**src/rtl/rx_controller_if.sv**
```systemverilog
// Bundles the line-side strobes, the ack/status outputs and the consumer valid/ready
// handshake of the receive controller.
interface rx_controller_if #(
  parameter int unsigned DATA_W = 8
);
  logic              csrx;
  logic              bit_in;
  logic              bit_valid;
  logic              stop_det;
  logic              data_ack;
  logic              data_nack;
  logic [DATA_W-1:0] rx_data;
  logic              rx_valid;
  logic              rx_ready;
  logic              frame_done;
  logic              frame_err;
  logic              overflow;
  logic [7:0]        rx_bytes;

  // Controller side
  modport slave (
    input  csrx,
    input  bit_in,
    input  bit_valid,
    input  stop_det,
    input  rx_ready,
    output data_ack,
    output data_nack,
    output rx_data,
    output rx_valid,
    output frame_done,
    output frame_err,
    output overflow,
    output rx_bytes
  );

  // Line sampler / consumer side
  modport master (
    output csrx,
    output bit_in,
    output bit_valid,
    output stop_det,
    output rx_ready,
    input  data_ack,
    input  data_nack,
    input  rx_data,
    input  rx_valid,
    input  frame_done,
    input  frame_err,
    input  overflow,
    input  rx_bytes
  );
endinterface

```
**src/rtl/rx_controller.sv**
```systemverilog
// Receive controller: deserializes sampled bits into words, parks them in a two-entry
// ping-pong buffer and hands them to the consumer over valid/ready.
module rx_controller #(
  parameter int unsigned DATA_W    = 8,
  parameter bit          MSB_FIRST = 1'b1
) (
  input logic           clk,
  input logic           rst_n,
  rx_controller_if.slave rx
);

  localparam int unsigned CntW = (DATA_W > 1) ? $clog2(DATA_W) : 1;
  localparam logic [CntW-1:0] LastBit = CntW'(DATA_W - 1);

  localparam logic [1:0] StIdle = 2'd0;
  localparam logic [1:0] StRecv = 2'd1;
  localparam logic [1:0] StStop = 2'd2;

  logic [1:0]        state_q, state_d;
  logic [DATA_W-1:0] sr_q, sr_d;
  logic [CntW-1:0]   bcnt_q, bcnt_d;
  logic [1:0]        full_q, full_d;
  logic [DATA_W-1:0] buf0_q, buf0_d;
  logic [DATA_W-1:0] buf1_q, buf1_d;
  logic              wsel_q, wsel_d;
  logic              rsel_q, rsel_d;
  logic              ack_q, ack_d;
  logic              nack_q, nack_d;
  logic              done_q, done_d;
  logic              err_q, err_d;
  logic              ovf_q, ovf_d;
  logic [7:0]        bytes_q, bytes_d;
  logic [DATA_W-1:0] word;

  // Shift register contents including the bit on the line this cycle
  always_comb begin
    if (MSB_FIRST) begin
      word = {sr_q[DATA_W-2:0], rx.bit_in};
    end else begin
      word = {rx.bit_in, sr_q[DATA_W-1:1]};
    end
  end

  always_comb begin
    state_d = state_q;
    sr_d    = sr_q;
    bcnt_d  = bcnt_q;
    full_d  = full_q;
    buf0_d  = buf0_q;
    buf1_d  = buf1_q;
    wsel_d  = wsel_q;
    rsel_d  = rsel_q;
    ack_d   = 1'b0;
    nack_d  = 1'b0;
    done_d  = 1'b0;
    err_d   = 1'b0;
    ovf_d   = ovf_q;
    bytes_d = bytes_q;

    if (!rx.csrx) begin
      // Disable wins over everything and drops any buffered words
      state_d = StIdle;
      sr_d    = '0;
      bcnt_d  = '0;
      full_d  = 2'b00;
      buf0_d  = '0;
      buf1_d  = '0;
      wsel_d  = 1'b0;
      rsel_d  = 1'b0;
      ovf_d   = 1'b0;
      bytes_d = 8'd0;
    end else begin
      case (state_q)
        StIdle: begin
          state_d = StRecv;
          bcnt_d  = '0;
          bytes_d = 8'd0;
          ovf_d   = 1'b0;
        end
        StRecv, StStop: begin
          if (full_q[rsel_q] && rx.rx_ready) begin
            full_d[rsel_q] = 1'b0;
            rsel_d         = ~rsel_q;
          end
          if (state_q == StRecv) begin
            if (rx.stop_det) begin
              done_d  = 1'b1;
              err_d   = (bcnt_q != '0);
              bcnt_d  = '0;
              state_d = StStop;
            end else if (rx.bit_valid) begin
              sr_d = word;
              if (bcnt_q == LastBit) begin
                bcnt_d = '0;
                // Registered full flag: a same-cycle drain of this buffer still nacks
                if (!full_q[wsel_q]) begin
                  if (wsel_q) begin
                    buf1_d = word;
                  end else begin
                    buf0_d = word;
                  end
                  full_d[wsel_q] = 1'b1;
                  wsel_d         = ~wsel_q;
                  ack_d          = 1'b1;
                  if (bytes_q != 8'hFF) begin
                    bytes_d = bytes_q + 8'd1;
                  end
                end else begin
                  nack_d = 1'b1;
                  ovf_d  = 1'b1;
                end
              end else begin
                bcnt_d = bcnt_q + 1'b1;
              end
            end
          end else if (full_q == 2'b00) begin
            state_d = StIdle;
          end
        end
        default: state_d = StIdle;
      endcase
    end
  end

  always_ff @(posedge clk or negedge rst_n) begin
    if (!rst_n) begin
      state_q <= StIdle;
      sr_q    <= '0;
      bcnt_q  <= '0;
      full_q  <= 2'b00;
      buf0_q  <= '0;
      buf1_q  <= '0;
      wsel_q  <= 1'b0;
      rsel_q  <= 1'b0;
      ack_q   <= 1'b0;
      nack_q  <= 1'b0;
      done_q  <= 1'b0;
      err_q   <= 1'b0;
      ovf_q   <= 1'b0;
      bytes_q <= 8'd0;
    end else begin
      state_q <= state_d;
      sr_q    <= sr_d;
      bcnt_q  <= bcnt_d;
      full_q  <= full_d;
      buf0_q  <= buf0_d;
      buf1_q  <= buf1_d;
      wsel_q  <= wsel_d;
      rsel_q  <= rsel_d;
      ack_q   <= ack_d;
      nack_q  <= nack_d;
      done_q  <= done_d;
      err_q   <= err_d;
      ovf_q   <= ovf_d;
      bytes_q <= bytes_d;
    end
  end

  assign rx.data_ack   = ack_q;
  assign rx.data_nack  = nack_q;
  assign rx.frame_done = done_q;
  assign rx.frame_err  = err_q;
  assign rx.overflow   = ovf_q;
  assign rx.rx_bytes   = bytes_q;
  assign rx.rx_valid   = full_q[rsel_q];
  assign rx.rx_data    = rsel_q ? buf1_q : buf0_q;

endmodule
```
**src/flat_wrapper.sv**
```systemverilog
// flat-port wrapper written by rule: the top's interface ports become plain ports
module rx_controller_flat 
#(
  parameter int unsigned DATA_W    = 8,
  parameter bit          MSB_FIRST = 1'b1
)
  (clk, rst_n, rx_csrx, rx_bit_in, rx_bit_valid, rx_stop_det, rx_rx_ready, rx_data_ack, rx_data_nack, rx_rx_data, rx_rx_valid, rx_frame_done, rx_frame_err, rx_overflow, rx_rx_bytes);
  rx_controller_if #(.DATA_W(DATA_W)) rx_i ();
  input logic clk;
  input logic rst_n;
  input wire logic [$bits(rx_i.csrx)-1:0] rx_csrx;
  input wire logic [$bits(rx_i.bit_in)-1:0] rx_bit_in;
  input wire logic [$bits(rx_i.bit_valid)-1:0] rx_bit_valid;
  input wire logic [$bits(rx_i.stop_det)-1:0] rx_stop_det;
  input wire logic [$bits(rx_i.rx_ready)-1:0] rx_rx_ready;
  output wire logic [$bits(rx_i.data_ack)-1:0] rx_data_ack;
  output wire logic [$bits(rx_i.data_nack)-1:0] rx_data_nack;
  output wire logic [$bits(rx_i.rx_data)-1:0] rx_rx_data;
  output wire logic [$bits(rx_i.rx_valid)-1:0] rx_rx_valid;
  output wire logic [$bits(rx_i.frame_done)-1:0] rx_frame_done;
  output wire logic [$bits(rx_i.frame_err)-1:0] rx_frame_err;
  output wire logic [$bits(rx_i.overflow)-1:0] rx_overflow;
  output wire logic [$bits(rx_i.rx_bytes)-1:0] rx_rx_bytes;
  assign rx_i.csrx = rx_csrx;
  assign rx_i.bit_in = rx_bit_in;
  assign rx_i.bit_valid = rx_bit_valid;
  assign rx_i.stop_det = rx_stop_det;
  assign rx_i.rx_ready = rx_rx_ready;
  assign rx_data_ack = rx_i.data_ack;
  assign rx_data_nack = rx_i.data_nack;
  assign rx_rx_data = rx_i.rx_data;
  assign rx_rx_valid = rx_i.rx_valid;
  assign rx_frame_done = rx_i.frame_done;
  assign rx_frame_err = rx_i.frame_err;
  assign rx_overflow = rx_i.overflow;
  assign rx_rx_bytes = rx_i.rx_bytes;
  rx_controller #(.DATA_W(DATA_W), .MSB_FIRST(MSB_FIRST)) u_core (.clk(clk), .rst_n(rst_n), .rx(rx_i));
endmodule
```
**config.mk**
```make
export PLATFORM = sky130hd
export DESIGN_NAME = rx_controller_flat
export DESIGN_NICKNAME = d
export VERILOG_FILES = /design/src/rtl/rx_controller_if.sv /design/src/rtl/rx_controller.sv /design/src/flat_wrapper.sv
export SDC_FILE = /design/constraint.sdc
export NUM_CORES = 1
export LEC_CHECK = 0
export ABC_AREA = 1
export BUFFER_PORTS_ARGS = -buffer_cell sky130_fd_sc_hd__buf_4
export CAP_MARGIN = 20
export CORE_ASPECT_RATIO = 1.25
export CORE_MARGIN = 8
export CORE_UTILIZATION = 30
export DETAILED_ROUTE_END_ITERATION = 10
export HOLD_SLACK_MARGIN = 0.03
export PLACE_DENSITY_LB_ADDON = 0.08
export REMOVE_ABC_BUFFERS = 1
export SLEW_MARGIN = 20
export SYNTH_ARGS = -nofsm -noshare
export SYNTH_HDL_FRONTEND = slang
export SYNTH_SLANG_ARGS = --single-unit
```
**constraint.sdc**
```tcl
create_clock -name clk -period 4.6 [get_ports clk]
set_input_delay 0.46 -clock clk [delete_from_list [all_inputs] [get_ports clk]]
set_output_delay 0.46 -clock clk [all_outputs]
set_load 0.01 [all_outputs]
```
; Word level (Yosys, flattened, before mapping)
; Index checks and enable logic that the tools add are counted.
[op_classes]
n_reduce_logical = 16
n_lt_le_gt_ge = 4
n_addsub = 2
n_eq_ne = 24
n_bitwise = 5
n_mux = 98
[ops]
columns = op, count
row1 = 8-bit two-way mux, 24
row2 = 1-bit two-way mux, 44
row3 = 7-bit two-way mux, 5
row4 = 2-bit two-way mux, 14
row5 = 7-bit AND reduction, 3
row6 = 8-bit one-hot mux with 2 select lines, 1
row7 = 3-bit two-way mux, 5
row8 = 2-bit by 1-bit != test with 1-bit output (second input constant), 6
row9 = 3-bit by 2-bit != test with 1-bit output (second input constant), 4
row10 = 6-bit AND reduction, 2
row11 = 3-bit != test (second input constant), 3
row12 = 8-bit by 1-bit adder with 8-bit output (second input constant), 1
row13 = 4-bit != test (second input constant), 2
row14 = 8-bit != test (second input constant), 1
row15 = 2-bit != test (second input constant), 3
row16 = 3-bit one-hot mux with 2 select lines, 1
row17 = 2-bit zero test, 2
row18 = 1-bit by 2-bit less-than comparator with 1-bit output (second input constant), 2
row19 = 4-bit by 2-bit != test with 1-bit output (second input constant), 1
row20 = 2-bit one-hot mux with 2 select lines, 1
row21 = 2-bit AND reduction, 2
row22 = 4-bit AND reduction, 1
row23 = 3-bit by 1-bit adder with 3-bit output (second input constant), 1
row24 = 3-bit equality test (second input constant), 1
row25 = other kinds (14), 19
[totals]
elab_cells = 163
out_inout_bits = 22
register_bits = 45

; Depth between registers and ports, before layout
[logic_depth]
ltp_word = 17
ltp_mapped = 11
mapped_depth_nobuf = 10

; Least setup slack after synthesis
; No wires, ideal clock.
[synth_path]
path_kind = flip-flop to flip-flop
startpoint = register u_core.state_q[0]
endpoint = register u_core.buf1_q[4]
synth_period_minus_slack_ns = 1.740
t_arrival_ns = 1.622
n_path_buf = 2
slack_ns = 2.860
path_stages_with_launch = 11
path_cell_list = dfrtp_1 inv_1 ha_1 buf_6 inv_4 o21ai_4 and2_1 nand2_2 buf_6 nand2_2 o21ai_2
[synth_between]
elab_chain_cells = 4
elab_cells_between_ends = 6
classes_between = 4 x eq/ne / 2 x reduce/logical
[synth_lines]
columns = element, line
row1 = "start, declared", rx_controller.sv:19  ; logic [1:0] state_q, state_d;
row2 = "start signal, assigned", rx_controller.sv:127  ; state_q <= StIdle;
row3 = "start signal, assigned", rx_controller.sv:142  ; state_q <= state_d;
row4 = 2-bit equality test / 2-bit by 1-bit equality test with 1-bit output (equally long branches), "rx_controller.sv:73, rx_controller.sv:85"
row5 = 2-bit OR reduction, rx_controller.sv:73  ; case (state_q)
row6 = 2-bit by 1-bit != test with 1-bit output (no line), -
row7 = 7-bit AND reduction (no line) *, -
row8 = "end signal, assigned", rx_controller.sv:147  ; buf1_q <= buf1_d;
row9 = "end, declared", rx_controller.sv:24  ; logic [DATA_W-1:0] buf1_q, buf1_d;
; Every way passes the cells marked *; elsewhere a longest branch is shown, timed or not.
; A chain may end at the register's enable or synchronous reset.

; Worst setup path after layout
[layout_path]
startpoint = register u_core.rsel_q
endpoint = output rx_rx_data[4]
[layout_between]
elab_chain_cells = 1
[layout_lines]
columns = element, line
row1 = "start, declared", rx_controller.sv:26  ; logic rsel_q, rsel_d;
row2 = "start signal, assigned", rx_controller.sv:149  ; rsel_q <= rsel_d;
row3 = 8-bit two-way mux, rx_controller.sv:166  ; assign rx.rx_data = rsel_q ? buf1_q : buf0_q;
row4 = "end, declared", flat_wrapper.sv:18  ; output wire logic [$bits(rx_i.rx_data)-1:0] rx_rx_data;
; No other way between the ends.

==> results.tsv <==
metric	value	unit
outcome	completed	
antennaDiodeCount	0	
htreeDepth	2	
finalSetupTns	0	ns
critPathMaxStageDelay	0.64	ns
hold_viol	0	
synthTopCellsByArea	dfrtp_1 47%, nand2_1 20%, inv_1 4.5%, ha_1 4.1%, nand3_1 3.7%	
drc_errors	0	
grt_max_degree	46	
p_leak	0.00146	µW
grt.overflow.total	0	
finClkSkew	0.0102	ns
die_area	11200	µm²
clockBufferDepth	2	
gp_congestion	0.808	
dr.pass1.iters	4	
synthFlopType	dfrtp_1	
ys_seq_area_share	46.7	%
die_x	96.2	µm
tritoncts	done	
post_cts.repair.setup_buffers	0	
synth_most_common_cell	nand2_1	
synth_edf_count	0	
clk_root_buffer_cell	clkbuf_8	
critical_path_class	register to output port	
netlist_area	2410	µm²
antenna_found_initial	0	
fin_util	35.7	%
fillers	860	
startpoint	u_core.rsel_q	
crit_path_frequent_cell	nand2_1	
reg2reg_depth	8	
cts_made_buffers	5	
crit_chain	clkinv_1, nand2_1, nand2_1, buf_4	
path_clk_slew	0.09	ns
internal_power	567	µW
initial_utilization	31.0	%
vias	2031	
reg2reg_from	u_core.state_q[0]	
avgSynthCellArea	7.63	µm²
drv_slew	0	
viasPerCell	4.62	
die-height	116	µm
fin_area	2780	µm²
wire_per_inst	13.5	µm
p_per_area	297	nW/µm²
synth.largest_area_cell	dfrtp_1	
cts_resized	0	
synthDistinctLibCells	28	
fin_nets	359	
areaGrowthSynthToFinish	15.2	%
syn_inst	316	
ant_nets	0	
yosys.area.top_type_share	46.7	%
power_frac_comb	18.3	%
std_cell_rows	36	
relSlewSlack	56.1	%
drtIter0Drc	36	
fin_crit_sh	47.6	%
ys_ff_latch	45	
yosys_warnings	0	
io_buffers	28	
rsz0062_at_grt	no	
dpl.hpwl	4340	µm
critPathCaptureType	output port	
critPathRequiredTime	4.14	ns
cts_hold_buf	0	
ir_worst_vdd	0.123	mV
grt.total_usage	11.4	%
grt_pass1_vias	1986	
wl	5950	µm
io_pins	29	
p_clk_share	29.9	%
async_flop_share	100	%
synthTopCellsByCount	127 x nand2_1, 45 x dfrtp_1, 29 x inv_1	
drive_gt1_share	15.9	%
numClockSinks	45	
drv_cap	0	
multiInputGateArea	1110	µm²
insertion_delay	0.30	ns
crit_fanout	13	
seqPwrFrac	51.8	%
clock.fmax	0.457	GHz
tightest_slew	0.654	ns
worst-r2r-setup-slack	2.42	ns
period_needed	2.19	ns
coreArea	7790	µm²
min_path_type	primary input to asynchronous set/reset pin	
crit_path_top_delay_cell	dfrtp_1	
p_switching	259	µW
worstReg2RegEnd	u_core.buf1_q[6]	
placed_cell_area	2700	µm²
arrival	1.73	ns
startpoint_type	register	
seqCellArea	1130	µm²
finalSetupViolCount	0	
power_switching_share	31.4	%
grt_pass1_wl	9890	µm
## routing by layer
metal | track usage, % | vias to the layer above | wire length (µm)
li1 | - | 1052 | -
met1 | 13.8 | 944 | 2640
met4 | 4.21 | 0 | 102
met2 | 19.3 | 27 | 2990
met3 | 2.38 | 8 | 211
met5 | 0 | - | 0
## how the worst max path moves through the flow
stage                             endpoint  slack (ns)  cells after the start
after CTS                    rx_rx_data[5]        2.32                      4
after global routing         rx_rx_data[4]        2.19                      4
after global placement    u_core.buf1_q[0]        2.49                      8
final                        rx_rx_data[4]        2.41                      4
after detailed placement  u_core.buf1_q[2]        2.41                      8
after floorplan           u_core.buf1_q[0]        2.74                      8
## through the flow
step	std cells	hold WS (ns)	setup WS (ns)	total power, µW
floorplan	309	0.164	2.74	529
global placement	432	0.456	2.49	590
detailed placement	432	0.460	2.41	592
CTS	440	0.182	2.32	845
global route	440	0.211	2.19	876
finish	440	0.160	2.41	826
## state kept, by name (all words and copies together) (netlist names)
register and count:
u_core.rx.rx_bytes 8, u_core.bcnt_q 3, u_core.rx.frame_err 1, u_core.rx.frame_done 1, u_core.buf0_q 8, u_core.buf1_q 8, u_core.rx.overflow 1, u_core.rsel_q 1
u_core.state_q 2, u_core.rx.data_nack 1, u_core.full_q 2, u_core.rx.data_ack 1, u_core.sr_q 7, u_core.wsel_q 1
## cell type report
cell class,count,share of cell area (%)
Clock buffer,7,2.75
Clock inverter,1,0.270
Inverter,34,4.68
Multi-Input combinational cell,230,39.9
Sequential cell,45,40.5
Tap cell,95,4.28
Timing Repair Buffer,28,7.56
## worst max-delay path, delay by kind of cell, from the launching register on
family                 cells  cell delay (ns)
buffers and inverters      2             0.57
DFF                        1             0.64
and+or+nand+nor            2             0.21
## cell families (layout without fill, tap and decap cells)
logic type	after synthesis	count (layout)	share of synthesized area, %
simple gates	185	185	31.8
flops	45	45	46.7
buf+inv	41	70	7.31
compound gates	37	37	10.0
fa+ha+maj	8	8	4.15
## cell usage in the layout (no fill, tap or decap)
master        n
nand2_1     127
dfrtp_1      45
inv_1        29
buf_4        28
nor2_1       21
o21ai_0      18
nand3_1      18
o21ai_2       9
nand4_1       8
ha_1          8
clkbuf_8      5
a21oi_1       4
inv_2         3
nor2_2        3
nand2_2       3
o21bai_1      2
clkbuf_1      2
clkinv_1      1
inv_4         1
a2111oi_0     1
nor3_1        1
o21ai_4       1
and2_1        1
o21ai_1       1
nand3_2       1
nand3b_1      1
o211ai_1      1
nor4_1        1
clkinvlp_4    1
## power by group through the flow
stage	clock, µW	sequential (µW)	combinational [µW]
floorplan	0	435	94.4
global placement	0	436	155
detailed placement	0	436	156
CTS	260	429	156
global route	268	431	176
finish	247	428	151
No activity file was read; power rests on OpenSTA's default activity.
